## src/rtl/aurora_reset_seq_if.sv

```systemverilog
// Signal bundle between the Aurora reset sequencer and the GT/MMCM/core it controls.
// master = sequencer side, slave = the lane logic being sequenced.
interface aurora_reset_seq_if;
    logic       PLL_LOCKED;
    logic       MMCM_NOT_LOCKED;
    logic       CHANNEL_UP;
    logic       SOFT_RESET_REQ;
    logic       GT_RESET;
    logic       TX_CLK_CLR;
    logic       CLK_LOCKED;
    logic       RESET_PB;
    logic       LINK_READY;
    logic [2:0] SEQ_STATE;
    logic [7:0] RETRY_COUNT;

    modport master (
        input  PLL_LOCKED, MMCM_NOT_LOCKED, CHANNEL_UP, SOFT_RESET_REQ,
        output GT_RESET, TX_CLK_CLR, CLK_LOCKED, RESET_PB, LINK_READY,
               SEQ_STATE, RETRY_COUNT
    );

    modport slave (
        output PLL_LOCKED, MMCM_NOT_LOCKED, CHANNEL_UP, SOFT_RESET_REQ,
        input  GT_RESET, TX_CLK_CLR, CLK_LOCKED, RESET_PB, LINK_READY,
               SEQ_STATE, RETRY_COUNT
    );
endinterface

```

## src/rtl/aurora_reset_seq.sv

```systemverilog
// Power-up/recovery reset sequencer for one Aurora lane, clocked by the free-running INIT_CLK.
// Define AURORA_RESET_RETRY_LIMIT_EN to park in S_FAIL once MAX_RETRIES retries have occurred.
module aurora_reset_seq #(
    parameter int GT_RESET_CYCLES        = 128,
    parameter int PB_HOLD_CYCLES         = 256,
    parameter int LOCK_TIMEOUT_CYCLES    = 1048576,
    parameter int CHANNEL_TIMEOUT_CYCLES = 4194304,
    parameter int CNT_WIDTH              = 24,
    parameter int MAX_RETRIES            = 8
) (
    input  logic                      INIT_CLK,
    input  logic                      RESET,
    aurora_reset_seq_if.master        seq_if
);

    typedef enum logic [2:0] {
        S_GT_RST    = 3'd0,
        S_WAIT_PLL  = 3'd1,
        S_WAIT_MMCM = 3'd2,
        S_PB_HOLD   = 3'd3,
        S_WAIT_CHAN = 3'd4,
`ifdef AURORA_RESET_RETRY_LIMIT_EN
        S_FAIL      = 3'd6,
`endif
        S_RUN       = 3'd5
    } state_e;

    localparam logic [CNT_WIDTH-1:0] GtExp   = CNT_WIDTH'(GT_RESET_CYCLES - 1);
    localparam logic [CNT_WIDTH-1:0] PbExp   = CNT_WIDTH'(PB_HOLD_CYCLES - 1);
    localparam logic [CNT_WIDTH-1:0] LockExp = CNT_WIDTH'(LOCK_TIMEOUT_CYCLES - 1);
    localparam logic [CNT_WIDTH-1:0] ChanExp = CNT_WIDTH'(CHANNEL_TIMEOUT_CYCLES - 1);

    // Elaboration guards: the shared timer must reach every expiry value.
    if (longint'(CHANNEL_TIMEOUT_CYCLES) > (64'd1 << CNT_WIDTH) ||
        longint'(LOCK_TIMEOUT_CYCLES)    > (64'd1 << CNT_WIDTH) ||
        longint'(PB_HOLD_CYCLES)         > (64'd1 << CNT_WIDTH) ||
        longint'(GT_RESET_CYCLES)        > (64'd1 << CNT_WIDTH))
        $error("aurora_reset_seq: CNT_WIDTH too small");
    if (MAX_RETRIES < 1) $error("aurora_reset_seq: MAX_RETRIES must be >= 1");

    state_e                 state_q, state_d;
    logic [CNT_WIDTH-1:0]   timer_q, timer_d;
    logic [7:0]             retry_q, retry_d, retry_inc;
    logic [1:0]             pll_sync_q, mlock_sync_q, chan_sync_q;
    logic [4:0]             outs_q, outs_d;   // GT_RESET/TX_CLK_CLR/CLK_LOCKED/RESET_PB/LINK_READY
    logic                   pll_s, mlock_s, chan_s, lock_lost, retry_req;

    assign pll_s     = pll_sync_q[1];
    assign mlock_s   = mlock_sync_q[1];
    assign chan_s    = chan_sync_q[1];
    assign lock_lost = !pll_s || !mlock_s;
    assign retry_inc = (retry_q == 8'hFF) ? retry_q : retry_q + 8'd1;

    always_ff @(posedge INIT_CLK or posedge RESET) begin
        if (RESET) begin
            state_q      <= S_GT_RST;
            timer_q      <= '0;
            retry_q      <= '0;
            outs_q       <= 5'b11010;
            pll_sync_q   <= '0;
            mlock_sync_q <= '0;
            chan_sync_q  <= '0;
        end else begin
            state_q      <= state_d;
            timer_q      <= timer_d;
            retry_q      <= retry_d;
            outs_q       <= outs_d;
            pll_sync_q   <= {pll_sync_q[0], seq_if.PLL_LOCKED};
            mlock_sync_q <= {mlock_sync_q[0], !seq_if.MMCM_NOT_LOCKED};
            chan_sync_q  <= {chan_sync_q[0], seq_if.CHANNEL_UP};
        end
    end

    always_comb begin
        state_d   = state_q;
        retry_d   = retry_q;
        retry_req = 1'b0;
        unique case (state_q)
            S_GT_RST:    if (timer_q == GtExp) state_d = S_WAIT_PLL;
            S_WAIT_PLL:  if (pll_s) state_d = S_WAIT_MMCM;
                         else if (timer_q == LockExp) retry_req = 1'b1;
            S_WAIT_MMCM: if (!pll_s) retry_req = 1'b1;
                         else if (mlock_s) state_d = S_PB_HOLD;
                         else if (timer_q == LockExp) retry_req = 1'b1;
            S_PB_HOLD:   if (lock_lost) retry_req = 1'b1;
                         else if (timer_q == PbExp) state_d = S_WAIT_CHAN;
            S_WAIT_CHAN: if (lock_lost) retry_req = 1'b1;
                         else if (chan_s) state_d = S_RUN;
                         else if (timer_q == ChanExp) retry_req = 1'b1;
            S_RUN:       if (lock_lost) retry_req = 1'b1;
                         else if (!chan_s) begin
                             state_d = S_PB_HOLD;
                             retry_d = retry_inc;
                         end
`ifdef AURORA_RESET_RETRY_LIMIT_EN
            S_FAIL:      state_d = S_FAIL;
`endif
            default:     state_d = S_GT_RST;
        endcase
        if (retry_req) begin
            retry_d = retry_inc;
            state_d = S_GT_RST;
`ifdef AURORA_RESET_RETRY_LIMIT_EN
            if (int'(retry_inc) >= MAX_RETRIES) state_d = S_FAIL;
`endif
        end
        // Soft reset outranks everything and never counts as a retry.
        if (seq_if.SOFT_RESET_REQ) begin
            state_d = S_GT_RST;
            retry_d = retry_q;
`ifdef AURORA_RESET_RETRY_LIMIT_EN
            if (state_q == S_FAIL) retry_d = '0;
`endif
        end
        timer_d = (state_d != state_q || seq_if.SOFT_RESET_REQ) ? '0 : timer_q + 1'b1;
    end

    always_comb begin
        outs_d = 5'b11010;
        case (state_d)
            S_GT_RST:    outs_d = 5'b11010;
            S_WAIT_PLL:  outs_d = 5'b01010;
            S_WAIT_MMCM: outs_d = 5'b00110;
            S_PB_HOLD:   outs_d = 5'b00110;
            S_WAIT_CHAN: outs_d = 5'b00100;
            S_RUN:       outs_d = 5'b00101;
            default:     outs_d = 5'b11010;
        endcase
    end

    assign seq_if.GT_RESET    = outs_q[4];
    assign seq_if.TX_CLK_CLR  = outs_q[3];
    assign seq_if.CLK_LOCKED  = outs_q[2];
    assign seq_if.RESET_PB    = outs_q[1];
    assign seq_if.LINK_READY  = outs_q[0];
    assign seq_if.SEQ_STATE   = state_q;
    assign seq_if.RETRY_COUNT = retry_q;

endmodule

```

## src/flat_wrapper.sv

```systemverilog
// flat-port wrapper written by rule: the top's interface ports become plain ports
module aurora_reset_seq_flat 
#(
    parameter int GT_RESET_CYCLES        = 128,
    parameter int PB_HOLD_CYCLES         = 256,
    parameter int LOCK_TIMEOUT_CYCLES    = 1048576,
    parameter int CHANNEL_TIMEOUT_CYCLES = 4194304,
    parameter int CNT_WIDTH              = 24,
    parameter int MAX_RETRIES            = 8
)
  (INIT_CLK, RESET, seq_if_PLL_LOCKED, seq_if_MMCM_NOT_LOCKED, seq_if_CHANNEL_UP, seq_if_SOFT_RESET_REQ, seq_if_GT_RESET, seq_if_TX_CLK_CLR, seq_if_CLK_LOCKED, seq_if_RESET_PB, seq_if_LINK_READY, seq_if_SEQ_STATE, seq_if_RETRY_COUNT);
  aurora_reset_seq_if seq_if_i ();
  input  logic INIT_CLK;
  input  logic RESET;
  input wire logic [$bits(seq_if_i.PLL_LOCKED)-1:0] seq_if_PLL_LOCKED;
  input wire logic [$bits(seq_if_i.MMCM_NOT_LOCKED)-1:0] seq_if_MMCM_NOT_LOCKED;
  input wire logic [$bits(seq_if_i.CHANNEL_UP)-1:0] seq_if_CHANNEL_UP;
  input wire logic [$bits(seq_if_i.SOFT_RESET_REQ)-1:0] seq_if_SOFT_RESET_REQ;
  output wire logic [$bits(seq_if_i.GT_RESET)-1:0] seq_if_GT_RESET;
  output wire logic [$bits(seq_if_i.TX_CLK_CLR)-1:0] seq_if_TX_CLK_CLR;
  output wire logic [$bits(seq_if_i.CLK_LOCKED)-1:0] seq_if_CLK_LOCKED;
  output wire logic [$bits(seq_if_i.RESET_PB)-1:0] seq_if_RESET_PB;
  output wire logic [$bits(seq_if_i.LINK_READY)-1:0] seq_if_LINK_READY;
  output wire logic [$bits(seq_if_i.SEQ_STATE)-1:0] seq_if_SEQ_STATE;
  output wire logic [$bits(seq_if_i.RETRY_COUNT)-1:0] seq_if_RETRY_COUNT;
  assign seq_if_i.PLL_LOCKED = seq_if_PLL_LOCKED;
  assign seq_if_i.MMCM_NOT_LOCKED = seq_if_MMCM_NOT_LOCKED;
  assign seq_if_i.CHANNEL_UP = seq_if_CHANNEL_UP;
  assign seq_if_i.SOFT_RESET_REQ = seq_if_SOFT_RESET_REQ;
  assign seq_if_GT_RESET = seq_if_i.GT_RESET;
  assign seq_if_TX_CLK_CLR = seq_if_i.TX_CLK_CLR;
  assign seq_if_CLK_LOCKED = seq_if_i.CLK_LOCKED;
  assign seq_if_RESET_PB = seq_if_i.RESET_PB;
  assign seq_if_LINK_READY = seq_if_i.LINK_READY;
  assign seq_if_SEQ_STATE = seq_if_i.SEQ_STATE;
  assign seq_if_RETRY_COUNT = seq_if_i.RETRY_COUNT;
  aurora_reset_seq #(.GT_RESET_CYCLES(GT_RESET_CYCLES), .PB_HOLD_CYCLES(PB_HOLD_CYCLES), .LOCK_TIMEOUT_CYCLES(LOCK_TIMEOUT_CYCLES), .CHANNEL_TIMEOUT_CYCLES(CHANNEL_TIMEOUT_CYCLES), .CNT_WIDTH(CNT_WIDTH), .MAX_RETRIES(MAX_RETRIES)) u_core (.INIT_CLK(INIT_CLK), .RESET(RESET), .seq_if(seq_if_i));
endmodule
```

## config.mk

```make
export PLATFORM = sky130hd
export DESIGN_NAME = aurora_reset_seq_flat
export DESIGN_NICKNAME = d
export VERILOG_FILES = /design/src/rtl/aurora_reset_seq_if.sv /design/src/rtl/aurora_reset_seq.sv /design/src/flat_wrapper.sv
export SDC_FILE = /design/constraint.sdc
export NUM_CORES = 1
export LEC_CHECK = 0
export ABC_AREA = 1
export ABC_CLOCK_PERIOD_IN_PS = 3600
export CAP_MARGIN = 20
export CORE_MARGIN = 4
export CORE_UTILIZATION = 62
export DETAILED_ROUTE_END_ITERATION = 6
export PLACE_DENSITY_LB_ADDON = 0.12
export SETUP_SLACK_MARGIN = 0.05
export SLEW_MARGIN = 20
export SYNTH_ARGS = -nofsm -noshare
export SYNTH_HDL_FRONTEND = slang
export SYNTH_SLANG_ARGS = --single-unit
```

## constraint.sdc

```tcl
create_clock -name INIT_CLK -period 3.6 [get_ports INIT_CLK]
set_clock_uncertainty 0.2 [all_clocks]
set_input_delay 0.72 -clock INIT_CLK [delete_from_list [all_inputs] [get_ports INIT_CLK]]
set_output_delay 0.72 -clock INIT_CLK [all_outputs]
set_load 0.005 [all_outputs]
```

Word-level counts from Yosys, hierarchy flattened
Index checks and enable logic that the tools add are counted.
{"block": "totals", "reg_bits": 46, "in_bits": 6}
{"block": "op_classes", "add_sub_neg": 2, "n_eq_ne": 18, "mux": 29, "n_bitwise": 1, "reduce_logical": 10}
{"operator": "$mux 8", "n": 5}
{"operator": "$mux 3", "n": 12}
{"operator": "$add 24x1->24 const B", "n": 1}
{"operator": "$eq 24x20->1 const B", "n": 1}
{"operator": "$eq 24x22->1 const B", "n": 1}
{"operator": "$eq 24x7->1 const B", "n": 1}
{"operator": "$eq 24x8->1 const B", "n": 1}
{"operator": "$mux 24", "n": 1}
{"operator": "$pmux 5 s4", "n": 1}
{"operator": "$pmux 3 s6", "n": 1}
{"operator": "$eq 3x2->1 const B", "n": 4}
{"operator": "$eq 3x3->1 const B", "n": 4}
{"operator": "$add 8x1->8 const B", "n": 1}
{"operator": "$eq 8x8->1 const B", "n": 1}
{"operator": "$mux 1", "n": 8}
{"operator": "$eq 3x1->1 const B", "n": 2}
{"operator": "$ne 2x2->1 const B", "n": 2}
{"operator": "$pmux 1 s4", "n": 1}
{"operator": "$reduce_and 4->1", "n": 1}
{"operator": "$reduce_or 2->1", "n": 2}
{"operator": "$logic_not 1->1", "n": 3}
{"operator": "$logic_not 3->1", "n": 1}
{"operator": "$ne 3x3->1", "n": 1}
{"operator": "$logic_or 1x1->1", "n": 2}
{"operator": "other kinds (2)", "n": 2}

Longest topological paths before layout
{"block": "logic_depth", "ltp_word": 10, "mapped_depth": 17, "ltp_nobuf": 16}

Worst setup path after synthesis
No wires, ideal clock.
{"block": "synth_timing", "path_type": "reg2reg", "start": "register u_core.timer_q[0]", "end": "register u_core.timer_q[22]", "setup_time_ns": 0.068, "arrival_ns": 1.862, "t_required_ns": 3.332, "setup_slack_ns": 1.470, "path_stages_with_launch": 18, "n_path_buf": 1, "period_less_slack_ns": 2.130, "cell_sequence": "dfrtp_1 -> ha_1 -> nand2_2 -> nor2_4 -> nand2_4 -> nor2_4 -> nand3_1 -> nand2_1 -> nand2_2 -> nand2_2 -> nor2_4 -> nand2_2 -> nand2_1 -> nand2_1 -> inv_2 -> nand3_4 -> buf_12 -> nor2_4"}
{"block": "synth_via", "elab_chain_cells": 10, "elab_cells_between_ends": 22, "cone_classes": "add/sub (1); eq/ne (5); mux (15); reduce/logical (1)"}
{"element": "start, declared", "line": "aurora_reset_seq.sv:42", "rtl": "logic [CNT_WIDTH-1:0] timer_q, timer_d;"}
{"element": "start signal, assigned", "line": "aurora_reset_seq.sv:65", "rtl": "timer_q <= timer_d;"}
{"element": "$eq 24x22->1 or $eq 24x20->1 (tied branches)", "line": "aurora_reset_seq.sv:89, aurora_reset_seq.sv:81, aurora_reset_seq.sv:84"}
{"element": "$mux 1, on equally long branches", "line": "aurora_reset_seq.sv:89, aurora_reset_seq.sv:81, aurora_reset_seq.sv:84"}
{"element": "$mux 1, on equally long branches", "line": "aurora_reset_seq.sv:88, aurora_reset_seq.sv:83"}
{"element": "$mux 1, on equally long branches", "line": "aurora_reset_seq.sv:87, aurora_reset_seq.sv:82"}
{"element": "$pmux 1 s4", "line": "aurora_reset_seq.sv:78", "rtl": "unique case (state_q)"}
{"element": "$mux 3", "line": "aurora_reset_seq.sv:100", "rtl": "if (retry_req) begin"}
{"element": "$mux 3", "line": "aurora_reset_seq.sv:108", "rtl": "if (seq_if.SOFT_RESET_REQ) begin"}
{"element": "$ne 3x3->1", "line": "aurora_reset_seq.sv:115", "rtl": "timer_d = (state_d != state_q || seq_if.SOFT_RESET_REQ) ? '0 : timer_q + 1'b1;"}
{"element": "$logic_or 1x1->1", "line": "aurora_reset_seq.sv:115"}
{"element": "$mux 24 *", "line": "aurora_reset_seq.sv:115"}
{"element": "net u_core.timer_d[22]", "line": "aurora_reset_seq.sv:42"}
Mark *: on every way through the listed nets, which the timed path passes. The rest lies on a longest branch.
A chain may end at the register's enable or synchronous reset.

Worst setup path after layout
{"block": "layout_timing", "start": "register u_core.timer_q[0]", "end": "register u_core.timer_q[2]"}
The elaborated chain is that of the path after synthesis.

==> flow_results.org <==
** Status
- Outcome :: finished clean

** Worst setup path
- Cell at the slowest stage of the critical path :: buf_4
- CP max stage delay :: ~0.5 ns
- Series of cell instances along the critical path :: ha_1 -> nand2_2 -> nor2_4 -> nand2_4 -> nor2_2 -> nand3_1 -> nand2_2 -> nand3_1 -> nand2_1 -> inv_1 -> nand2_1 -> nand2_1 -> nand2_1 -> inv_2 -> nand3_4 -> buf_4 -> nor2_1
- The most numerous cell type found on the critical path is nand2_1.
- The number of buffers and inverters on the critical path is 3.
- Critical path's top delay family :: simple AND/OR/NAND/NOR gates
- Kind of end point of the critical path :: register
- Launching element type of the critical path :: register
- CP Data Required Time :: 3.56 ns
- Counting cells, the worst reg-to-reg path comes to 17.
- Along the worst path, the maximum fanout reaches 24.
- Kind of critical path :: reg2reg
- Worst path depth :: 17
- For the worst setup path, the data arrival time is between 2 and 3 ns.

** Min path
- Counting instances, the worst hold path has a depth of 0.
- The min-delay analysis places its worst path in the category reg2reg.

** Place
- Input and output buffers added on the ports amount to 21.
- HPWL after detailed placement :: 3.35 mm
- Prior to clock tree synthesis, the placed netlist has a worst setup slack of 0.682 ns.
- The congestion estimate from routability-driven global placement came to roughly 0.86.
- Number of cells in the design after placement :: between 300 and 400

** Cells and area
- Post-route core utilization :: about three quarters
- Final-layout fill cell count :: around 330
- For this run, the post-layout net count is roughly 330.
- Antenna fix cells :: 0
- Share of layout cells above drive strength 1 :: roughly 21%
- Once layout is complete, the cells apart from fillers number about 370.
- Area used by multi-input combinational logic :: 1300 sq um
- Relative to the synthesized area, the layout overhead comes to 12.7%.
- Storage element area :: approximately 1200 sq um

** Die
- Floorplan die width :: 73.2 um
- Starting density of the core :: about two thirds
- After floorplanning, the core was divided into 23 placement rows.
- The die is between 70 and 80 um tall.
- Floorplan Core Area :: roughly 4000 sq um
- Die area :: about 5400 sq um
- 22 I/O pins were placed.

** Timing
- Setup slack on the critical path of the routed design comes to 0.911 ns.
- The worst path uses about three quarters of the clock period.
- Final setup TNS :: 0 ns
- Number of failing setup endpoints in the final timing report :: 0
- Minimum clock period after layout :: 2.69 ns
- Number of pins with negative max-slew slack in the final report :: 0
- Based on the critical path, the design can be clocked at up to 372 MHz.
- The total count of hold-check failures in the final report is 0.
- The worst pin sits at a relative slew slack of about two fifths.
- Setup repair after global routing missed its margin :: no
- Worst hold slack across all endpoints :: approximately 0.15 ns
- At the pin with the least slew margin, the transition time is between 0.9 and 1 ns.

** Power and ir drop
- Summed over all cells, the static leakage comes to approximately 1.3 nW.
- Pwr Density :: 299 nW/um^2
- The worst-case IR drop observed on VDD is a little under 300 uV.

** Clock network
- Gates resized during post-CTS repair numbered 0.
- Setup repair bufs after CTS :: 0
- TritonCTS built the clock tree.
- H-tree lvl count :: 2
- Clock buffer count from CTS :: 5
- CTS saw 46 sinks.
- Number of buffers inserted by hold repair at cts :: 0
- Root buffer selected by CTS :: clkbuf_8
- Clock latency reported for the late side of the worst-skew pair :: ~0.30 ns
- The clock passes through at most 2 buffers.
- Clock slew at reported path FFs :: around 0.08 ns

** Drt
- Iteration-0 DRC Markers :: 96
- Total Routed Length :: 4.44 mm
- After detailed routing, the number of remaining DRC violations is 0.
- Dividing the detail-routed wire length by the instance count gives about 12 um.
- The detailed router placed between 1.5k and 2k vias in this run.
- Via-per-instance ratio :: about 5.1
- First-pass iteration count of the detailed router :: 4
- Detail Route Antenna Nets :: 0

** GRT
- The number of antenna violations at the first check in global routing is 0.
- GR Util All Layers :: 19.4%
- Largest net degree at the start of global routing :: 47
- The via count of the first global-routing pass was 1827.
- Global-route wire length before repair :: between 8 and 9 mm
- Summed over all layers, the global routing overflow is 0.

** Logic synthesis
- Post-synth EDFFs :: 0
- Synthesis produced 289 cells.
- For this run, the leading register cell type out of synthesis is dfrtp_1.
- During synthesis, Yosys emitted a total of 0 warnings.
- Ranking of synthesized cells by area :: dfrtp_1, nor2_4, nand2_1
- Area share of the largest cell type after synthesis :: 40.9%
- Nets in the synthesized netlist :: about 300
- Synthesis-stage register bit count :: 46
- After synthesis the cells add up to around 2600 sq um.
- Library cell with the largest summed area after synthesis :: dfrtp_1
- Syn Area/Cell :: between 9 and 10 sq um
- After synthesis, the share of flip-flops with an asynchronous set or reset is 100%.
- In the post-synthesis netlist, the cell with the most instances is nand2_1.
- After synthesis, the netlist uses 29 different library cells.
- Of the synthesized area, sequential elements account for roughly 44%.
- After synthesis, the most frequently instantiated cells are nand2_1, dfrtp_1, nor2_1, inv_1, nor2_4.

** Run
- Across the run, the number of max-cap violations was 0.
power by group:
group	leakage [nW]	switching, mW	internal [mW]
clock	0.0472	0.169	0.154
combinational	0.696	0.0265	0.0108
sequential	0.595	0.00387	0.522
total	1.34	0.200	0.688
per-stage QoR:
stage,instance area (sq um),total power [mW]
final,2970,0.887
after global routing,2970,0.924
after CTS,2970,0.898
after detailed placement,2870,0.575
after global placement,2870,0.575
after floorplan,2630,0.567
logic make-up (layout without fill, tap and decap cells):
| group | count (synthesis) | count (layout) | synth area share (%) |
|---|---|---|---|
| adder cells (fa/ha/maj) | 4 | 4 | 1.90 |
| buffers and inverters | 39 | 67 | 6.79 |
| AND/OR/NAND/NOR | 161 | 161 | 35.2 |
| AO/OA/AOI/OAI | 11 | 11 | 2.95 |
| flip-flops | 46 | 46 | 43.8 |
| XOR/XNOR | 28 | 28 | 9.31 |
sequential cells by signal, summed over array words and instances (netlist names):
register and count:
u_core.timer_q 24, u_core.pll_sync_q 2, u_core.seq_if.SEQ_STATE 3, u_core.mlock_sync_q 2, u_core.seq_if.RETRY_COUNT 8, u_core.outs_q 5
u_core.chan_sync_q 2
area by class of cell:
class                      instances  area share [%]
clock buffer                       6            2.78
clock inverter                     2           0.421
inverter                          37            4.68
multi-input combinational        204            43.8
sequential                        46            38.9
tap                               50            2.11
timing repair buffer              22            7.33
worst reg2reg max path, stage by stage, from the launching register on:
cell and delay [ns]:
dfrtp_1 0.38, ha_1 0.20, nand2_2 0.08, nor2_4 0.16
nand2_4 0.10, nor2_2 0.11, nand3_1 0.09, nand2_2 0.10
nand3_1 0.09, nand2_1 0.11, inv_1 0.05, nand2_1 0.07
nand2_1 0.05, nand2_1 0.07, inv_2 0.04, nand3_4 0.04
buf_4 0.50, nor2_1 0.11
cells in the final DEF (no fill, tap or decap), drive strengths merged:
master and count:
ha 4, clkdlybuf4s50 21, o21ai 2, a31oi 1, clkinv 1, a21oi 7
clkbuf 6, or2 1, buf 1, clkinvlp 1, xnor2 10, dfrtp 43
a211oi 1, nor2 63, nand4 10, dfstp 3, nand3 14, inv 37
nor4 2, nand2 65, xor2 18, nor3 6
routing by layer:
layer  vias up  part of all wire [%]  global-route usage [%]
met4         0                   1.9                    6.15
met5         -                     0                       0
met2        33                    47                    31.4
li1        948                     -                       -
met3         9                   3.6                    4.68
met1       871                    47                    25.6
worst paths after layout:
check	from	end	slack, ns
worst max-delay path	u_core.timer_q[0]$_DFF_PP0_	u_core.timer_q[2]$_DFF_PP0_	0.91
worst min-delay path	u_core.mlock_sync_q[0]$_DFF_PP0_	u_core.mlock_sync_q[1]$_DFF_PP0_	0.15
worst max register to register	u_core.timer_q[0]$_DFF_PP0_	u_core.timer_q[2]$_DFF_PP0_	0.91
worst min register to register	u_core.mlock_sync_q[0]$_DFF_PP0_	u_core.mlock_sync_q[1]$_DFF_PP0_	0.15
max in group asynchronous	RESET	u_core.timer_q[11]$_DFF_PP0_	1.90
min in group asynchronous	RESET	u_core.seq_if.RETRY_COUNT[1]$_DFFE_PP0P_	0.74
Note: power is estimated with default switching activity, not from simulation.
